File: config.mk
export PLATFORM = sky130hd
export DESIGN_NAME = ps2_kbd_rx
export DESIGN_NICKNAME = d
export VERILOG_FILES = /design/src/rtl/ps2_pkg.sv /design/src/rtl/ps2_filter.sv /design/src/rtl/ps2_kbd_rx.sv
export SDC_FILE = /design/constraint.sdc
export NUM_CORES = 1
export LEC_CHECK = 0
export ABC_CLOCK_PERIOD_IN_PS = 3500
export BUFFER_PORTS_ARGS = -buffer_cell sky130_fd_sc_hd__buf_2
export CORE_ASPECT_RATIO = 0.9
export CORE_UTILIZATION = 65
export DETAILED_ROUTE_END_ITERATION = 10
export PLACE_DENSITY = 0.84
export SYNTH_ARGS = -nofsm -noshare
export SYNTH_HDL_FRONTEND = slang
export SYNTH_HIERARCHICAL = 1
export SYNTH_SLANG_ARGS = --single-unit
export TNS_END_PERCENT = 20
File: constraint.sdc
create_clock -name clk -period 3.5 [get_ports clk]
set_clock_uncertainty 0.1 [all_clocks]
set_input_delay 0.7 -clock clk [delete_from_list [all_inputs] [get_ports clk]]
set_output_delay 0.7 -clock clk [all_outputs]
set_load 0.05 [all_outputs]
File: src/rtl/ps2_pkg.sv
// rtl/ps2_pkg.sv - shared types, frame constants and timeout helper for the PS/2 receiver
package ps2_pkg;

  typedef enum logic [1:0] {IDLE, DATA, PARITY, STOP} ps2_state_t;

  localparam int unsigned FRAME_BITS = 11;
  localparam int unsigned DATA_BITS  = 8;

  function automatic int unsigned timeout_cycles(input int unsigned freq_hz,
                                                 input int unsigned timeout_us);
    return (freq_hz / 1_000_000) * timeout_us;
  endfunction

endpackage

File: src/rtl/ps2_filter.sv
// rtl/ps2_filter.sv - 2-flop synchroniser followed by a persistence glitch filter
module ps2_filter #(
  parameter int FILTER_LEN = 8
) (
  input  logic clk,
  input  logic reset_n_i,
  input  logic raw_i,
  output logic level_o
);

  localparam int CW = $clog2(FILTER_LEN);

  logic          sync1_q, sync2_q;
  logic          level_q, level_d;
  logic [CW-1:0] cnt_q, cnt_d;

  // The level only moves after FILTER_LEN samples in a row disagree with it.
  always_comb begin
    level_d = level_q;
    cnt_d   = cnt_q;
    if (sync2_q == level_q) begin
      cnt_d = '0;
    end else if (cnt_q == CW'(FILTER_LEN - 1)) begin
      level_d = sync2_q;
      cnt_d   = '0;
    end else begin
      cnt_d = cnt_q + CW'(1);
    end
  end

  always_ff @(posedge clk or negedge reset_n_i) begin
    if (!reset_n_i) begin
      sync1_q <= 1'b1;
      sync2_q <= 1'b1;
      level_q <= 1'b1;
      cnt_q   <= '0;
    end else begin
      sync1_q <= raw_i;
      sync2_q <= sync1_q;
      level_q <= level_d;
      cnt_q   <= cnt_d;
    end
  end

  assign level_o = level_q;

endmodule

File: src/rtl/ps2_kbd_rx.sv
// rtl/ps2_kbd_rx.sv - PS/2 device-to-host frame receiver producing scan code, strobe and error pulses
module ps2_kbd_rx
  import ps2_pkg::*;
#(
  parameter int unsigned FREQ_HZ    = 25_000_000,
  parameter int          FILTER_LEN = 8,
  parameter int unsigned TIMEOUT_US = 2000
) (
  input  logic       clk,
  input  logic       reset_n_i,
  input  logic       ps2_clk_i,
  input  logic       ps2_data_i,
  output logic [7:0] code_o,
  output logic       strobe_o,
  output logic       err_o
);

  localparam int unsigned TIMEOUT_CYC = timeout_cycles(FREQ_HZ, TIMEOUT_US);
  localparam int TW = $clog2(TIMEOUT_CYC + 1);
  localparam int BW = $clog2(DATA_BITS);

  logic clk_lvl, data_lvl, clk_prev_q, fall;

  ps2_filter #(.FILTER_LEN(FILTER_LEN)) u_clk_filt (
    .clk(clk), .reset_n_i(reset_n_i), .raw_i(ps2_clk_i), .level_o(clk_lvl)
  );

  ps2_filter #(.FILTER_LEN(FILTER_LEN)) u_data_filt (
    .clk(clk), .reset_n_i(reset_n_i), .raw_i(ps2_data_i), .level_o(data_lvl)
  );

  // Fall is seen in the same cycle the filtered clock first reads low.
  assign fall = clk_prev_q & ~clk_lvl;

  ps2_state_t           state_q, state_d;
  logic [DATA_BITS-1:0] shift_q, shift_d;
  logic [BW-1:0]        bit_cnt_q, bit_cnt_d;
  logic                 parity_q, parity_d;
  logic [TW-1:0]        tmo_cnt_q, tmo_cnt_d;
  logic [7:0]           code_q, code_d;
  logic                 strobe_q, strobe_d;
  logic                 err_q, err_d;

  always_comb begin
    state_d   = state_q;
    shift_d   = shift_q;
    bit_cnt_d = bit_cnt_q;
    parity_d  = parity_q;
    tmo_cnt_d = tmo_cnt_q;
    code_d    = code_q;
    strobe_d  = 1'b0;
    err_d     = 1'b0;
    if (fall) begin
      tmo_cnt_d = '0;
      unique case (state_q)
        IDLE: begin
          if (!data_lvl) begin
            state_d   = DATA;
            bit_cnt_d = '0;
          end
        end
        DATA: begin
          shift_d   = {data_lvl, shift_q[DATA_BITS-1:1]};
          bit_cnt_d = bit_cnt_q + BW'(1);
          if (bit_cnt_q == BW'(DATA_BITS - 1)) state_d = PARITY;
        end
        PARITY: begin
          parity_d = data_lvl;
          state_d  = STOP;
        end
        STOP: begin
          if (data_lvl && (^{shift_q, parity_q})) begin
            code_d   = shift_q;
            strobe_d = 1'b1;
          end else begin
            err_d = 1'b1;
          end
          state_d = IDLE;
        end
        default: state_d = IDLE;
      endcase
    end else if (state_q != IDLE) begin
      // Stalled frame: drop the partial data and report once.
      tmo_cnt_d = tmo_cnt_q + TW'(1);
      if (tmo_cnt_d == TW'(TIMEOUT_CYC)) begin
        err_d     = 1'b1;
        state_d   = IDLE;
        tmo_cnt_d = '0;
      end
    end
  end

  always_ff @(posedge clk or negedge reset_n_i) begin
    if (!reset_n_i) begin
      clk_prev_q <= 1'b1;
      state_q    <= IDLE;
      shift_q    <= '0;
      bit_cnt_q  <= '0;
      parity_q   <= 1'b0;
      tmo_cnt_q  <= '0;
      code_q     <= 8'h00;
      strobe_q   <= 1'b0;
      err_q      <= 1'b0;
    end else begin
      clk_prev_q <= clk_lvl;
      state_q    <= state_d;
      shift_q    <= shift_d;
      bit_cnt_q  <= bit_cnt_d;
      parity_q   <= parity_d;
      tmo_cnt_q  <= tmo_cnt_d;
      code_q     <= code_d;
      strobe_q   <= strobe_d;
      err_q      <= err_d;
    end
  end

  assign code_o   = code_q;
  assign strobe_o = strobe_q;
  assign err_o    = err_q;

endmodule

==> flow_summary.yaml, run 1 <==
worst_setup_path:
  crit_fanout: 11
  path_cells: "ha_1 -> nand4_2 -> nor4_1 -> mux2i_1 -> o2111ai_1 -> a31o_2"
  worstPathRequired_ps: 3590
  critPathSlowestCell: "dfrtp_1"
  critPathMaxStageDelay_ps: 470
  critical_path.top_delay_family: "compound AO/OA/AOI/OAI gates"
  cp.arrival_ps: 2800
  critPathBufInv: 0
  rrSetupSlack_ps: 800
  critPathKind: "flop to flop"
  startpoint_type: "flop"
  critPathCaptureType: "flop"
global_route:
  grt_use_total: 0.237
  grt_pass1_vias: 1762
  grt_pass1_wl_um: 8160
  grt_max_degree: 51
  overflow: 0
  antenna_found_initial: 0
clock_tree:
  numCtsBuffers: 5
  clk-insertion-delay-late_ps: 300
  h-tree-depth: 2
  cts_root_buf: "clkbuf_8"
  cts_buffer_depth: 2
  cts-hold-fix-buffers: 0
  cts_tree: "yes"
  cts_resized: 0
  cts_setup_buffers: 0
  clkTransAtPathRegs_ps: 90
  cts.sinks: 53
sta:
  holdWs_ps: 262
  final-setup-viol-count: 0
  tns_ps: 0
  layout_min_cycle_time_ps: 2700
  rsz0062_at_grt: "no"
  fmax_ghz: 0.370
  slew_headroom: 0.281
  finalCritPeriodShare: 0.772
  worst_pin_slew_ps: 1080
  final_max_slew_viol_count: 0
  timing.final.hold_violations: 0
yosys:
  yosys_warnings: 6
  ys_types: 48
  synth_seq_cells: 53
  syn_nets: 247
  synthTopCellsByArea: "dfrtp_1 (43%), mux2_2 (7.2%), dfstp_2 (6.9%)"
  ys_seq_area_frac: 0.501
  synthArstFlopShare: 1.00
  synthCells: 232
  synth_area_sq_um: 2660
  synth_edf_count: 0
  synth.avg_cell_area_sq_um: 11.5
  yosysTopAreaCellShare: 0.432
  ys.flop_type: "dfrtp_1"
  synth_top_cell_by_area: "dfrtp_1"
job:
  drv_cap: 0
placed_design:
  place_inst: 281
  gp_congestion: 0.896
  port_buffers: 13
  dpl.hpwl_um: 3040
cells_and_area:
  multi_input_area_sq_um: 1250
  fin_nets: 257
  fill_cells: 263
  diodes: 0
  layout-drive-gt1-share: 0.235
  syn2layout_area_growth_pct: 6.34
  register_area_sq_um: 1340
  finalNonFillerCells: 289
drt:
  wl_um: 4490
  num_vias: 1747
  wl_per_cell_um: 15.5
  detail_route.vias_per_cell: 6.04
  drc: 0
  dr.pass1.iters: 4
  drt-initial-drc-count: 157
  detail-route-antenna-nets: 0
run_status:
  status: "finished, final reports clean"
power:
  powerDensity_nw_per_um2: 582
  ir_drop_mv: 0.369
  total_power_mw: 1.65
  leakage_nw: 1.37
floorplanning:
  design.die.area_sq_um: 4360
  core_sq_um: 3810
  io_pins: 14
  die_w_um: 69.5
  die_y_um: 62.7
  num_rows: 21
  initial_core_util: 0.699
min_path:
  hp-class: "flop to flop"
## report_power, final
| part | switching [mW] | total [mW] | internal (mW) |
|---|---|---|---|
| logic | 0.260 | 0.469 | 0.209 |
| clock network | 0.185 | 0.324 | 0.139 |
| registers | 0.125 | 0.855 | 0.730 |
| total | 0.569 | 1.65 | 1.08 |
## sequential cells by signal (all words and copies together), names as in the netlist, 2 cells and up
name / flops
bit_cnt_q: 3
state_q: 2
tmo_cnt_q: 16
code_o: 8
shift_q: 8
u_data_filt/cnt_q: 3
u_clk_filt/cnt_q: 3
## Yosys cell counts (3+ instances only)
| library cell | count |
|---|---|
| nand4_1 | 3 |
| nand2b_1 | 5 |
| o21ai_0 | 6 |
| nand3b_1 | 3 |
| xor2_1 | 7 |
| ha_1 | 11 |
| nor3_1 | 5 |
| mux2_2 | 17 |
| a41o_1 | 4 |
| nor2_1 | 11 |
| nor4_1 | 7 |
| a32o_1 | 3 |
| mux2i_1 | 4 |
| a21oi_1 | 5 |
| a31o_2 | 4 |
| dfrtp_1 | 46 |
| clkbuf_1 | 8 |
| xnor2_1 | 7 |
| nand3_1 | 7 |
| inv_1 | 7 |
| nand2_1 | 16 |
| and2_1 | 5 |
| dfstp_2 | 7 |
## logic make-up (layout without fill, tap and decap cells)
family,count (synthesis),count (layout),synth area share
AO/OA/AOI/OAI,31,31,0.0869
XOR/XNOR,16,16,0.0630
multiplexers,23,23,0.0954
buffers and inverters,19,30,0.0291
adder cells (fa/ha/maj),11,11,0.0517
AND/OR/NAND/NOR,79,79,0.172
flip-flops,53,53,0.501
## routing by layer
layer / vias to the layer above / routed length [um] / GRT usage
li1: 853 / - / -
met1: 855 / 2190 / 0.325
met2: 33 / 2100 / 0.370
met3: 6 / 141 / 0.0500
met4: 0 / 56 / 0.0969
met5: - / 0 / 0
## cell type report
cell class                      instances  share of cell area
Timing Repair Buffer                   15              0.0283
Inverter                                7             0.00928
Sequential cell                        53               0.471
Clock buffer                            6              0.0256
Clock inverter                          2             0.00354
Tap cell                               46              0.0203
Multi-Input combinational cell        160               0.441
## through the flow
stage | setup slack [ps] | instance area (sq um) | utilization
finish | 799 | 2830 | 0.743
global route | 542 | 2830 | 0.743
CTS | 791 | 2830 | 0.743
detailed placement | 819 | 2750 | 0.722
global placement | 933 | 2750 | 0.722
floorplan | 1350 | 2660 | -
## path summary, 6_finish.rpt
check / depth (start not counted) / to / from
max: 6 / state_q[0] / tmo_cnt_q[0]
max reg2reg: 6 / state_q[0] / tmo_cnt_q[0]
min: 0 / u_clk_filt/sync2_q / u_clk_filt/sync1_q
max in group asynchronous: 2 / clk_prev_q / reset_n_i
min reg2reg: 0 / u_clk_filt/sync2_q / u_clk_filt/sync1_q
min in group asynchronous: 1 / strobe_o / reset_n_i
## layout by cell type, fill, tap and decap left out, types with 5 or more instances in the layout
cell,n
and2_1,5
xor2_1,7
xnor2_1,7
o21ai_0,6
buf_2,13
nand2_1,16
inv_1,7
nor4_1,7
mux2_2,17
dfstp_2,7
nor2_1,11
nor3_1,5
dfrtp_1,46
a21oi_1,5
ha_1,11
clkbuf_8,5
nand3_1,7
nand2b_1,5
## worst register-to-register path: stages, from the launching register on
cell and delay (ps):
dfrtp_1 470, ha_1 330, nand4_2 210, nor4_1 380, mux2i_1 240, o2111ai_1 450, a31o_2 420
No activity file was read; power rests on OpenSTA's default activity.
==> inputs of run 2 (changes only) <==
--- a/config.mk
+++ b/config.mk
@@ -5,12 +5,13 @@
 export SDC_FILE = /design/constraint.sdc
 export NUM_CORES = 1
 export LEC_CHECK = 0
-export ABC_CLOCK_PERIOD_IN_PS = 3500
+export ABC_AREA = 1
+export ABC_CLOCK_PERIOD_IN_PS = 2720
 export BUFFER_PORTS_ARGS = -buffer_cell sky130_fd_sc_hd__buf_2
 export CORE_ASPECT_RATIO = 0.9
-export CORE_UTILIZATION = 65
+export CORE_UTILIZATION = 61
 export DETAILED_ROUTE_END_ITERATION = 10
-export PLACE_DENSITY = 0.84
+export PLACE_DENSITY = 0.79
 export SYNTH_ARGS = -nofsm -noshare
 export SYNTH_HDL_FRONTEND = slang
 export SYNTH_HIERARCHICAL = 1
==> constraint.sdc (replaced) <==
create_clock -name clk -period 2.72 [get_ports clk]
set_clock_uncertainty 0.1 [all_clocks]
set_input_delay 0.544 -clock clk [delete_from_list [all_inputs] [get_ports clk]]
set_output_delay 0.544 -clock clk [all_outputs]
set_load 0.05 [all_outputs]
==> flow_summary.yaml, run 2 <==
worst_setup_path:
  critPathKind: "flop to flop"
  critPathCaptureType: "flop"
  rrSetupSlack_ps: 320
  cp.arrival_ps: 2480
  startpoint_type: "flop"
  crit_fanout: 18
  worstPathRequired_ps: 2800
placed_design:
  gp_congestion: 0.927
  port_buffers: 13
  dpl_cell_area_sq_um: 2900
  dpl.hpwl_um: 3690
  place_ws_ps: 413
yosys:
  synth_top_cell_by_area: "dfrtp_1"
  yosysTopAreaCellShare: 0.418
  synthCells: 338
  synth_common_cells: "nand2_1 (109), dfrtp_1 (46), inv_1 (40)"
  synth_area_sq_um: 2760
  synth_seq_cells: 53
  synth.avg_cell_area_sq_um: 8.15
  yosys_warnings: 6
  synthArstFlopShare: 1.00
  syn_nets: 353
  synth_edf_count: 0
  ys.flop_type: "dfrtp_1"
  synthTopCellsByArea: "dfrtp_1 (42%), nand2_1 (15%), dfstp_2 (6.7%)"
  synth_most_common_cell: "nand2_1"
  ys_seq_area_frac: 0.485
  ys_types: 27
clock_tree:
  cts_setup_buffers: 0
  h-tree-depth: 2
  cts_tree: "yes"
  cts_resized: 0
  cts-hold-fix-buffers: 0
  cts.sinks: 53
  numCtsBuffers: 5
  cts_buffer_depth: 2
  cts_root_buf: "clkbuf_8"
  clkTransAtPathRegs_ps: 100
  clk-insertion-delay-late_ps: 310
global_route:
  grt_pass1_vias: 2068
  grt_max_degree: 54
  overflow: 0
  antenna_found_initial: 0
  grt_pass1_wl_um: 9090
  grt_use_total: 0.252
drt:
  drc: 0
  dr.pass1.iters: 5
  detail-route-antenna-nets: 0
  wl_per_cell_um: 12.3
  wl_um: 5170
  detail_route.vias_per_cell: 5.30
  drt-initial-drc-count: 259
  num_vias: 2222
min_path:
  hp-class: "input pin to flop"
cells_and_area:
  final_cell_mix: "nand2_1 (109), dfrtp_1 (46), inv_1 (40), nor2_1 (31), nand3_1 (20)"
  fin_nets: 373
  fill_cells: 344
  register_area_sq_um: 1340
  layout-drive-gt1-share: 0.134
  layout_commonest_cell: "nand2_1"
  largest_reg_flops: 16
  diodes: 0
  largest_register: "tmo_cnt_q"
  final_area_sq_um: 3020
  multi_input_area_sq_um: 1250
  syn2layout_area_growth_pct: 9.54
power:
  ir_drop_mv: 0.480
  powerDensity_nw_per_um2: 595
  total_power_mw: 1.80
  leakage_nw: 1.52
sta:
  finalCritPeriodShare: 0.883
  holdWs_ps: 216
  layout_min_cycle_time_ps: 2400
  fmax_ghz: 0.417
  final_max_slew_viol_count: 0
  timing.final.hold_violations: 0
  rsz0062_at_grt: "no"
  slew_headroom: 0.561
  final-setup-viol-count: 0
  tns_ps: 0
  worst_pin_slew_ps: 659
  setup_ws_ps: 320
floorplanning:
  design.die.area_sq_um: 4790
  core_sq_um: 4210
  die_y_um: 65.8
  io_pins: 14
  num_rows: 22
  initial_core_util: 0.654
  die_w_um: 72.8
run_status:
  status: "finished, final reports clean"
job:
  drv_cap: 0
[run 2: worst paths after layout]
check	start	to	depth (start not counted)
min	ps2_data_i	u_data_filt/sync1_q	1
min reg2reg	u_data_filt/sync1_q	u_data_filt/sync2_q	0
max reg2reg	state_q[0]	tmo_cnt_q[2]	8
max	state_q[0]	tmo_cnt_q[2]	8
max in group asynchronous	reset_n_i	code_o[1]	2
min in group asynchronous	reset_n_i	tmo_cnt_q[15]	2
[run 2: kinds of logic (layout without fill, tap and decap cells)]
kind of cell | after synthesis | in the layout | synth area share
AOI/OAI and AO/OA | 30 | 30 | 0.0649
buffers and inverters | 45 | 66 | 0.0618
xor gates and xnor gates | 8 | 8 | 0.0282
DFF | 53 | 53 | 0.485
and+or+nand+nor | 191 | 191 | 0.311
adders and majority gates | 11 | 11 | 0.0500
[run 2: critical path, stage by stage (launching register included)]
cell      delay (ps)
dfrtp_1          430
inv_1            120
ha_1             250
inv_1            160
nor2_1           330
clkinv_1         480
nand2_1          190
xor2_1           170
a21oi_1           50
[run 2: per-layer routing]
metal  vias to the layer above  part of all wire  GRT usage
met5                         -                 0          0
met4                         0             0.014     0.0784
met3                        11             0.048     0.0567
met2                        60              0.42      0.384
met1                      1023              0.51      0.358
li1                       1128                 -          -
[run 2: layout make-up]
class,count,area share
clock inverters,3,0.0158
well taps,60,0.0249
multi-input cells,240,0.414
repair buffers,15,0.0265
flip-flops and latches,53,0.442
inverters,43,0.0535
clock buffers,5,0.0228
[run 2: through the flow]
stage / util / cells
2_1_floorplan: - / 338
3_3_place_gp: 0.689 / 411
3_5_place_dp: 0.689 / 411
4_1_cts: 0.717 / 419
5_1_grt: 0.717 / 419
6_report: 0.717 / 419
[run 2: power by group]
part	internal, mW	switching, mW
Clock	0.281	0.267
Sequential	0.870	0.0434
Combinational	0.0872	0.249
